$ cat src/rtl/matrix_io_sequencer.sv
// Bit-serial word loader, depth_p-word buffer and timer/handshake drain sequencer.
// Optional feature macro MATRIX_IO_SEQUENCER_REPLAY_EN: drain loops until an entry bit aborts it.
module matrix_io_sequencer #(
  parameter int width_p       = 8,
  parameter int depth_p       = 4,
  parameter int hold_cycles_p = 12000000
) (
  input  logic                         clk_i,
  input  logic                         reset_n_i,
  input  logic                         bit_valid_i,
  input  logic                         bit_i,
  input  logic                         mode_i,
  input  logic                         yumi_i,
  output logic [width_p-1:0]           partial_o,
  output logic [$clog2(width_p+1)-1:0] bit_count_o,
  output logic [$clog2(depth_p+1)-1:0] count_o,
  output logic [width_p-1:0]           word_o,
  output logic                         valid_o,
  output logic                         busy_o,
  output logic                         step_o
);
  localparam int BCW = $clog2(width_p+1);
  localparam int CW  = $clog2(depth_p+1);
  localparam int PW  = (depth_p > 1) ? $clog2(depth_p) : 1;
  localparam int HW  = (hold_cycles_p > 1) ? $clog2(hold_cycles_p) : 1;

  typedef enum logic {LOAD = 1'b0, DRAIN = 1'b1} state_t;

  state_t             r_state;
  logic [width_p-1:0] r_partial;
  logic [BCW-1:0]     r_bit_count;
  logic [CW-1:0]      r_count;
  logic [PW-1:0]      r_rd_ptr;
  logic [HW-1:0]      r_hold;
  logic               r_mode;
  logic [width_p-1:0] r_buf [depth_p];

  logic               w_drain, w_retire, w_last, w_abort, w_accept, w_complete;
  logic [width_p-1:0] w_base, w_shift;
  logic [BCW-1:0]     w_base_bcnt;
  logic [CW-1:0]      w_base_count;

  assign w_drain  = (r_state == DRAIN);
  assign w_retire = w_drain & (r_mode ? yumi_i : (r_hold == HW'(hold_cycles_p-1)));
  assign w_last   = (r_rd_ptr == PW'(depth_p-1));

`ifdef MATRIX_IO_SEQUENCER_REPLAY_EN
  assign w_abort = w_drain & bit_valid_i;
`else
  assign w_abort = 1'b0;
`endif

  // An aborting bit restarts assembly from an empty word and an empty buffer.
  assign w_accept     = bit_valid_i & (~w_drain | w_abort);
  assign w_base       = w_abort ? '0 : r_partial;
  assign w_base_bcnt  = w_abort ? '0 : r_bit_count;
  assign w_base_count = w_abort ? '0 : r_count;
  assign w_shift      = (w_base << 1) | width_p'(bit_i);
  assign w_complete   = w_accept & (w_base_bcnt == BCW'(width_p-1));

  always_ff @(posedge clk_i or negedge reset_n_i) begin
    if (!reset_n_i) begin
      r_state     <= LOAD;
      r_partial   <= '0;
      r_bit_count <= '0;
      r_count     <= '0;
      r_rd_ptr    <= '0;
      r_hold      <= '0;
      r_mode      <= 1'b0;
    end else if (w_accept) begin
      if (w_complete) begin
        r_partial   <= '0;
        r_bit_count <= '0;
        r_count     <= w_base_count + CW'(1);
        if (w_base_count == CW'(depth_p-1)) begin
          r_state  <= DRAIN;
          r_mode   <= mode_i;
          r_rd_ptr <= '0;
          r_hold   <= '0;
        end else begin
          r_state <= LOAD;
        end
      end else begin
        r_partial   <= w_shift;
        r_bit_count <= w_base_bcnt + BCW'(1);
        r_count     <= w_base_count;
        r_state     <= LOAD;
      end
    end else if (w_drain) begin
      if (w_retire) begin
        r_hold <= '0;
        if (w_last) begin
          r_rd_ptr <= '0;
`ifndef MATRIX_IO_SEQUENCER_REPLAY_EN
          r_state  <= LOAD;
`endif
        end else begin
          r_rd_ptr <= r_rd_ptr + PW'(1);
        end
`ifndef MATRIX_IO_SEQUENCER_REPLAY_EN
        r_count <= r_count - CW'(1);
`endif
      end else if (!r_mode) begin
        r_hold <= r_hold + HW'(1);
      end
    end
  end

  // Storage carries no reset; contents are only observable while draining.
  always_ff @(posedge clk_i) begin
    if (w_complete) r_buf[w_base_count[PW-1:0]] <= w_shift;
  end

  assign partial_o   = r_partial;
  assign bit_count_o = r_bit_count;
  assign count_o     = r_count;
  assign valid_o     = w_drain;
  assign busy_o      = w_drain;
  assign step_o      = w_retire;
  assign word_o      = w_drain ? r_buf[r_rd_ptr] : '0;

endmodule

$ cat config.mk
export PLATFORM = sky130hd
export DESIGN_NAME = matrix_io_sequencer
export DESIGN_NICKNAME = d
export VERILOG_FILES = /design/src/rtl/matrix_io_sequencer.sv
export SDC_FILE = /design/constraint.sdc
export NUM_CORES = 1
export LEC_CHECK = 0
export BUFFER_PORTS_ARGS = -buffer_cell sky130_fd_sc_hd__buf_4
export CAP_MARGIN = 30
export CORE_MARGIN = 1.5
export CORE_UTILIZATION = 35
export DETAILED_ROUTE_END_ITERATION = 16
export PLACE_DENSITY = 0.63
export SLEW_MARGIN = 15
export SYNTH_ARGS = -nofsm -noshare
export SYNTH_HDL_FRONTEND = slang
export SYNTH_SLANG_ARGS = --single-unit
export TNS_END_PERCENT = 10
$ cat constraint.sdc
create_clock -name clk_i -period 6.1 [get_ports clk_i]
set_input_delay 1.22 -clock clk_i [delete_from_list [all_inputs] [get_ports clk_i]]
set_output_delay 1.22 -clock clk_i [all_outputs]
set_load 0.02 [all_outputs]
==> impl_metrics.csv, run 1 <==
group,metric,value,unit
outcome,outcome,"finished clean",
timing,fmax,285,MHz
power,p_leak,1.61,nW
grt,gr-usage-all-layers,14.9,%
min_path,hold_start,"partial_o[7]$_DFFE_PN0P_",
layout,area_growth,15.6,%
cts,numCtsBuffers,9,
grt,grt_max_degree,44,
power,finalPower,1.77,mW
detailed_routing,via_count,2476,
cts,cts_tree,"yes",
timing,rsz0062_at_grt,"no",
detailed_routing,remaining_drc_errors,0,
worst_setup_path,r2r_slack,3.52,ns
layout,design_area,4080,sq um
floorplanning,dieWidth,103,microns
yosys,synthFlopType,"dfrtp_1",
yosys,ys_ff_latch,75,
placed_design,place_congestion,0.804,
detailed_routing,avgViaCountPerCell,5.16,
placed_design,dp.cells,464,
worst_setup_path,r2r-start,"busy_o$_DFF_PN0_",
worst_setup_path,crit_path_end_kind,"primary output",
placed_design,postPlaceCellArea,3900,sq um
grt,antenna_found_initial,0,
yosys,yosysTopAreaCell,"dfrtp_1",
placed_design,io_buffer_count,31,
timing,finalSetupViolCount,0,
yosys,synth_common_cells,"dfrtp_1, nand2_1, edfxtp_1, nand3_1",
yosys,synth.distinct_cells,46,
worst_setup_path,required,4.88,ns
timing,slew-limit-headroom,42.4,%
detailed_routing,ant_nets,0,
min_path,whs_path_depth,2,
power,power.density,433,nW/um^2
yosys,synth_top_area_share,30.5,%
timing,finClkSkew,0.0114,ns
timing,holdWs,0.520,ns
detailed_routing,dr.pass1.iters,4,
detailed_routing,finalWirelength,7.14,mm
floorplanning,fp.coreArea,9770,sq um
cts,cts_resized,0,
detailed_routing,drt-initial-drc-count,103,
floorplanning,die-area,10700,sq um
min_path,hp-class,"reg -> reg",
floorplanning,initial_core_util,36.1,%
min_path,hold_path_end,"partial_o[7]$_DFFE_PN0P_",
worst_setup_path,worstReg2RegEnd,"count_o[1]$_DFFE_PN0P_",
timing,fin_tns_setup,0,ns
cts,clockBufferDepth,2,
yosys,ys_async_sr_fraction,57.3,%
floorplanning,num_rows,36,
layout,final_nets,352,
yosys,synth.most_common_cell,"dfrtp_1",
cts,insertion_delay,0.35,ns
timing,finalCritPeriodShare,57.6,%
yosys,postSynthAreaPerCell,11.3,sq um
layout,n_antenna_cell,0,
floorplanning,ios,32,
timing,min_period,3.51,ns
yosys,synth_edf_count,32,
cts,clockRootBuffer,"clkbuf_8",
timing,final_max_slew_viol_count,0,
grt,grt_pass1_vias,2396,
run,maxCapViolations,0,
placed_design,detailed_place_hpwl,4.93,mm
floorplanning,die_h,103,microns
cts,clk_pin_slew,0.09,ns
yosys,synth_area,3530,sq um
cts,postCtsHoldBufs,0,
cts,htreeDepth,3,
layout,finalNonFillerCells,480,
power,ir_drop,0.145,mV
yosys,ys_seq_area_share,57.8,%
yosys,synthCells,311,
timing,finalHoldViolCount,0,
worst_setup_path,path_max_fanout,8,
yosys,ys_top_cells_by_area,"dfrtp_1, edfxtp_1, mux4_2, nand3_1, nand2_1",
yosys,syn-num-nets,321,
grt,grt_pass1_wl,12.1,mm
layout,drive_gt1_share,20.5,%
yosys,ys_warn_count,0,
worst_setup_path,reg2regPathDepth,4,
worst_setup_path,worstPathArrival,2.29,ns
cts,cts_setup_buffers,0,
cts,cts_sinks,75,
timing,worst_pin_slew,0.862,ns
detailed_routing,post_drt_wl_per_cell,14.9,microns
worst_setup_path,startpoint_type,"register",
worst_setup_path,path_class,"reg -> out",
grt,overflow,0,
==> registers in the layout, indices dropped and copies added, names as in the netlist <==
register     count
r_buf           32
r_hold          24
partial_o        8
bit_count_o      4
count_o          3
r_rd_ptr         2
busy_o           1
r_mode           1
==> where the power goes <==
part	switching (mW)	leakage (nW)	internal [mW]
clock network	0.203	0.0886	0.154
logic	0.326	0.674	0.266
registers	0.175	0.850	0.644
total	0.704	1.61	1.06
==> through the flow <==
stage	setup WS (ns)	util (%)
global placement	2.86	39.8
floorplan	3.25	-
global route	2.46	41.7
finish	2.59	41.7
detailed placement	2.80	39.9
CTS	2.56	41.7
==> cells by family after synthesis <==
group	share of synthesized area (%)
and+or+nand+nor	20.9
DFF	57.8
AOI/OAI and AO/OA	8.23
buffers and inverters	3.58
muxes	7.17
adders and majority gates	1.63
xor gates and xnor gates	0.745
==> critical path, stage by stage, from the launching register on <==
cell	delay (ns)
dfrtp_1	0.45
or4b_1	0.60
nor4_1	0.37
a21o_1	0.33
buf_4	0.19
==> worst max path at each step <==
stage	from	end	slack, ns	cells after the start
floorplan	yumi_i	step_o	3.25	4
global placement	bit_valid_i	count_o[1]$_DFFE_PN0P_	2.86	6
detailed placement	bit_valid_i	count_o[1]$_DFFE_PN0P_	2.80	6
CTS	r_hold[13]$_DFFE_PN0P_	step_o	2.56	4
global route	r_hold[13]$_DFFE_PN0P_	step_o	2.46	4
finish	r_hold[13]$_DFFE_PN0P_	step_o	2.59	4
==> final cells by class <==
| class | instances | area [sq um] |
|---|---|---|
| clock buffers | 9 | 124 |
| clock inverters | 7 | 57.6 |
| fillers | 925 | 5700 |
| inverters | 16 | 60.1 |
| multi-input cells | 205 | 1370 |
| flip-flops and latches | 75 | 2040 |
| well taps | 133 | 166 |
| repair buffers | 35 | 260 |
==> layer usage <==
metal	wire, microns	vias up	global-route usage (%)
met3	260	4	4.03
met5	0	-	0
li1	-	1202	-
met1	3260	1227	19.2
met2	3560	43	24.6
met4	55	0	4.89
==> cell usage in the layout, fill, tap and decap left out, types with 3 or more instances in the layout <==
cell,Yosys,layout
inv_1,16,16
nor2_1,10,10
buf_4,2,34
and2_1,10,10
xnor2_1,3,3
and3_1,4,4
a31oi_1,5,5
o21ai_0,12,12
or3_1,11,11
nand3_1,32,32
nand2b_1,3,3
dfrtp_1,43,43
nor3b_1,3,3
edfxtp_1,32,32
a21oi_1,16,16
ha_1,3,3
mux4_2,8,8
nand4_1,5,5
nor3_1,6,6
inv_6,0,3
clkbuf_8,0,9
nand2_1,40,40
mux2i_1,5,5
Power figures use the tool's default switching activity.
==> run 2: changes to the inputs <==
==> constraint.sdc (replaced) <==
create_clock -name clk_i -period 3.6 [get_ports clk_i]
set_input_delay 0.72 -clock clk_i [delete_from_list [all_inputs] [get_ports clk_i]]
set_output_delay 0.72 -clock clk_i [all_outputs]
set_load 0.02 [all_outputs]
==> impl_metrics.csv, run 2 (synthesis results as in run 1) <==
group,metric,value,unit
outcome,outcome,"finished clean",
cts,insertion_delay,0.35,ns
timing,fin_tns_setup,0,ns
run,maxCapViolations,0,
layout,drive_gt1_share,20.3,%
layout,final_nets,354,
detailed_routing,remaining_drc_errors,0,
detailed_routing,finalWirelength,7.35,mm
layout,fillers,937,
floorplanning,die_h,103,microns
cts,cts_tree,"yes",
timing,finalSetupViolCount,0,
floorplanning,fp.coreArea,9770,sq um
timing,min_period,3.00,ns
worst_setup_path,path_class,"reg -> out",
floorplanning,num_rows,36,
timing,slew-limit-headroom,50.6,%
floorplanning,initial_core_util,36.1,%
timing,finalHoldViolCount,0,
worst_setup_path,path_max_fanout,8,
grt,overflow,0,
placed_design,dp.cells,466,
cts,cts_resized,0,
layout,area_growth,16.4,%
placed_design,detailed_place_hpwl,5.01,mm
cts,numCtsBuffers,9,
timing,worst_pin_slew,0.736,ns
worst_setup_path,crit_end,"step_o",
worst_setup_path,r2r_slack,1.21,ns
layout,largest_reg_flops,32,
cts,postCtsHoldBufs,0,
detailed_routing,drt-initial-drc-count,140,
layout,design_area,4110,sq um
worst_setup_path,required,2.88,ns
power,pwr-share-comb,33.3,%
detailed_routing,via_count,2495,
placed_design,postPlaceCellArea,3910,sq um
grt,grt_pass1_wl,12.1,mm
layout,final_common_cell,"dfrtp_1",
timing,finClkSkew,0.0122,ns
grt,grt_pass1_vias,2378,
power,p_leak,1.63,nW
cts,clockBufferDepth,2,
worst_setup_path,worstReg2RegEnd,"r_hold[20]$_DFFE_PN0P_",
detailed_routing,post_drt_wl_per_cell,15.2,microns
worst_setup_path,critical_path.startpoint,"r_hold[13]$_DFFE_PN0P_",
floorplanning,ios,32,
worst_setup_path,startpoint_type,"register",
cts,cts_setup_buffers,0,
timing,holdWs,0.354,ns
cts,htreeDepth,3,
cts,clockRootBuffer,"clkbuf_8",
power,power.density,744,nW/um^2
detailed_routing,dr.pass1.iters,4,
power,ir_drop,0.263,mV
worst_setup_path,slowest_delay,0.57,ns
detailed_routing,ant_nets,0,
worst_setup_path,crit_buf_inv,1,
layout,finish.utilization,42.0,%
grt,grt_max_degree,44,
power,p_clk_share,21.4,%
power,pwr-share-seq,45.3,%
worst_setup_path,path_cells,"or4b_1 > nor4_1 > a21o_1 > buf_4",
grt,antenna_found_initial,0,
placed_design,place_congestion,0.797,
worst_setup_path,critical_path_depth,4,
layout,n_antenna_cell,0,
timing,final_max_slew_viol_count,0,
worst_setup_path,slowest_stage,"or4b_1",
worst_setup_path,reg2regPathDepth,6,
timing,rsz0062_at_grt,"no",
detailed_routing,avgViaCountPerCell,5.18,
cts,cts_sinks,75,
worst_setup_path,critical_path.top_delay_family,"simple AND/OR/NAND/NOR gates",
worst_setup_path,r2r-start,"bit_count_o[0]$_DFFE_PN0P_",
placed_design,io_buffer_count,31,
worst_setup_path,worstPathArrival,2.28,ns
power,swShare,38.8,%
layout,finalNonFillerCells,482,
cts,clk_pin_slew,0.09,ns
worst_setup_path,crit_path_end_kind,"primary output",
min_path,hp-class,"in -> async",
power,p_int,1.87,mW
floorplanning,die-area,10700,sq um
timing,fmax,333,MHz
power,p_switching,1.18,mW
layout,final_cell_mix,"dfrtp_1, nand2_1, buf_4",
grt,gr-usage-all-layers,14.9,%
floorplanning,dieWidth,103,microns
timing,finalCritPeriodShare,83.4,%
==> run 2: cell count changes in the layout (fill, tap and decap cells not counted) <==
| cell | change |
|---|---|
| a211oi_1 | +1 |
| a211oi_2 | -1 |
| buf_2 | -1 |
| buf_4 | +3 |
| bufinv_16 | +1 |
| clkinv_1 | +1 |
| clkinv_2 | -1 |
| clkinvlp_2 | +1 |
| clkinvlp_4 | -1 |
| inv_8 | -1 |
==> run 2: worst min-delay path by stage <==
stage | from | to | slack [ns] | depth (start not counted)
after detailed placement | partial_o[7]$_DFFE_PN0P_ | partial_o[7]$_DFFE_PN0P_ | 0.49 | 2
after global routing | reset_n_i | r_hold[6]$_DFFE_PN0P_ | 0.39 | 1
final | reset_n_i | r_hold[10]$_DFFE_PN0P_ | 0.35 | 1
after CTS | reset_n_i | r_hold[6]$_DFFE_PN0P_ | 0.37 | 1
after floorplan | reset_n_i | bit_count_o[0]$_DFFE_PN0P_ | 0.42 | 0
after global placement | partial_o[7]$_DFFE_PN0P_ | partial_o[7]$_DFFE_PN0P_ | 0.48 | 2
==> run 2: worst reg2reg max path, delay by kind of cell (launching register included) <==
kind	cells	cell delay, ns
adder cells (fa/ha/maj)	1	0.20
AND/OR/NAND/NOR	1	0.33
AO/OA/AOI/OAI	4	1.37
flip-flops	1	0.40
==> run 2: metal layers <==
| metal | track usage [%] | vias to the layer above | part of all wire [%] | wire length [microns] |
|---|---|---|---|---|
| li1 | - | 1199 | - | - |
| met4 | 4.37 | 0 | 0.68 | 50 |
| met1 | 19.2 | 1243 | 46 | 3410 |
| met5 | 0 | - | 0 | 0 |
| met3 | 3.23 | 6 | 3.9 | 283 |
| met2 | 25.4 | 47 | 49 | 3600 |
==> run 2: final cells by class <==
cell class	count	area, sq um	share of cell area (%)
multi-input cells	205	1370	33.3
repair buffers	37	278	6.76
clock inverters	7	72.6	1.77
inverters	16	60.1	1.46
well taps	133	166	4.05
flip-flops and latches	75	2040	49.6
clock buffers	9	124	3.02
==> run 2: power groups by stage <==
stage / sequential (mW) / combinational [mW] / clock, mW
finish: 1.38 / 1.02 / 0.655
CTS: 1.39 / 1.03 / 0.678
global route: 1.43 / 1.13 / 0.714
detailed placement: 1.41 / 1.03 / 0
floorplan: 1.38 / 0.633 / 0
global placement: 1.39 / 1.01 / 0
==> run 2: metrics by stage <==
step | power, mW | worst slack [ns]
2_1_floorplan | 2.01 | 1.30
3_3_place_gp | 2.40 | 1.03
3_5_place_dp | 2.43 | 1.02
4_1_cts | 3.10 | 0.582
5_1_grt | 3.28 | 0.466
6_report | 3.06 | 0.598
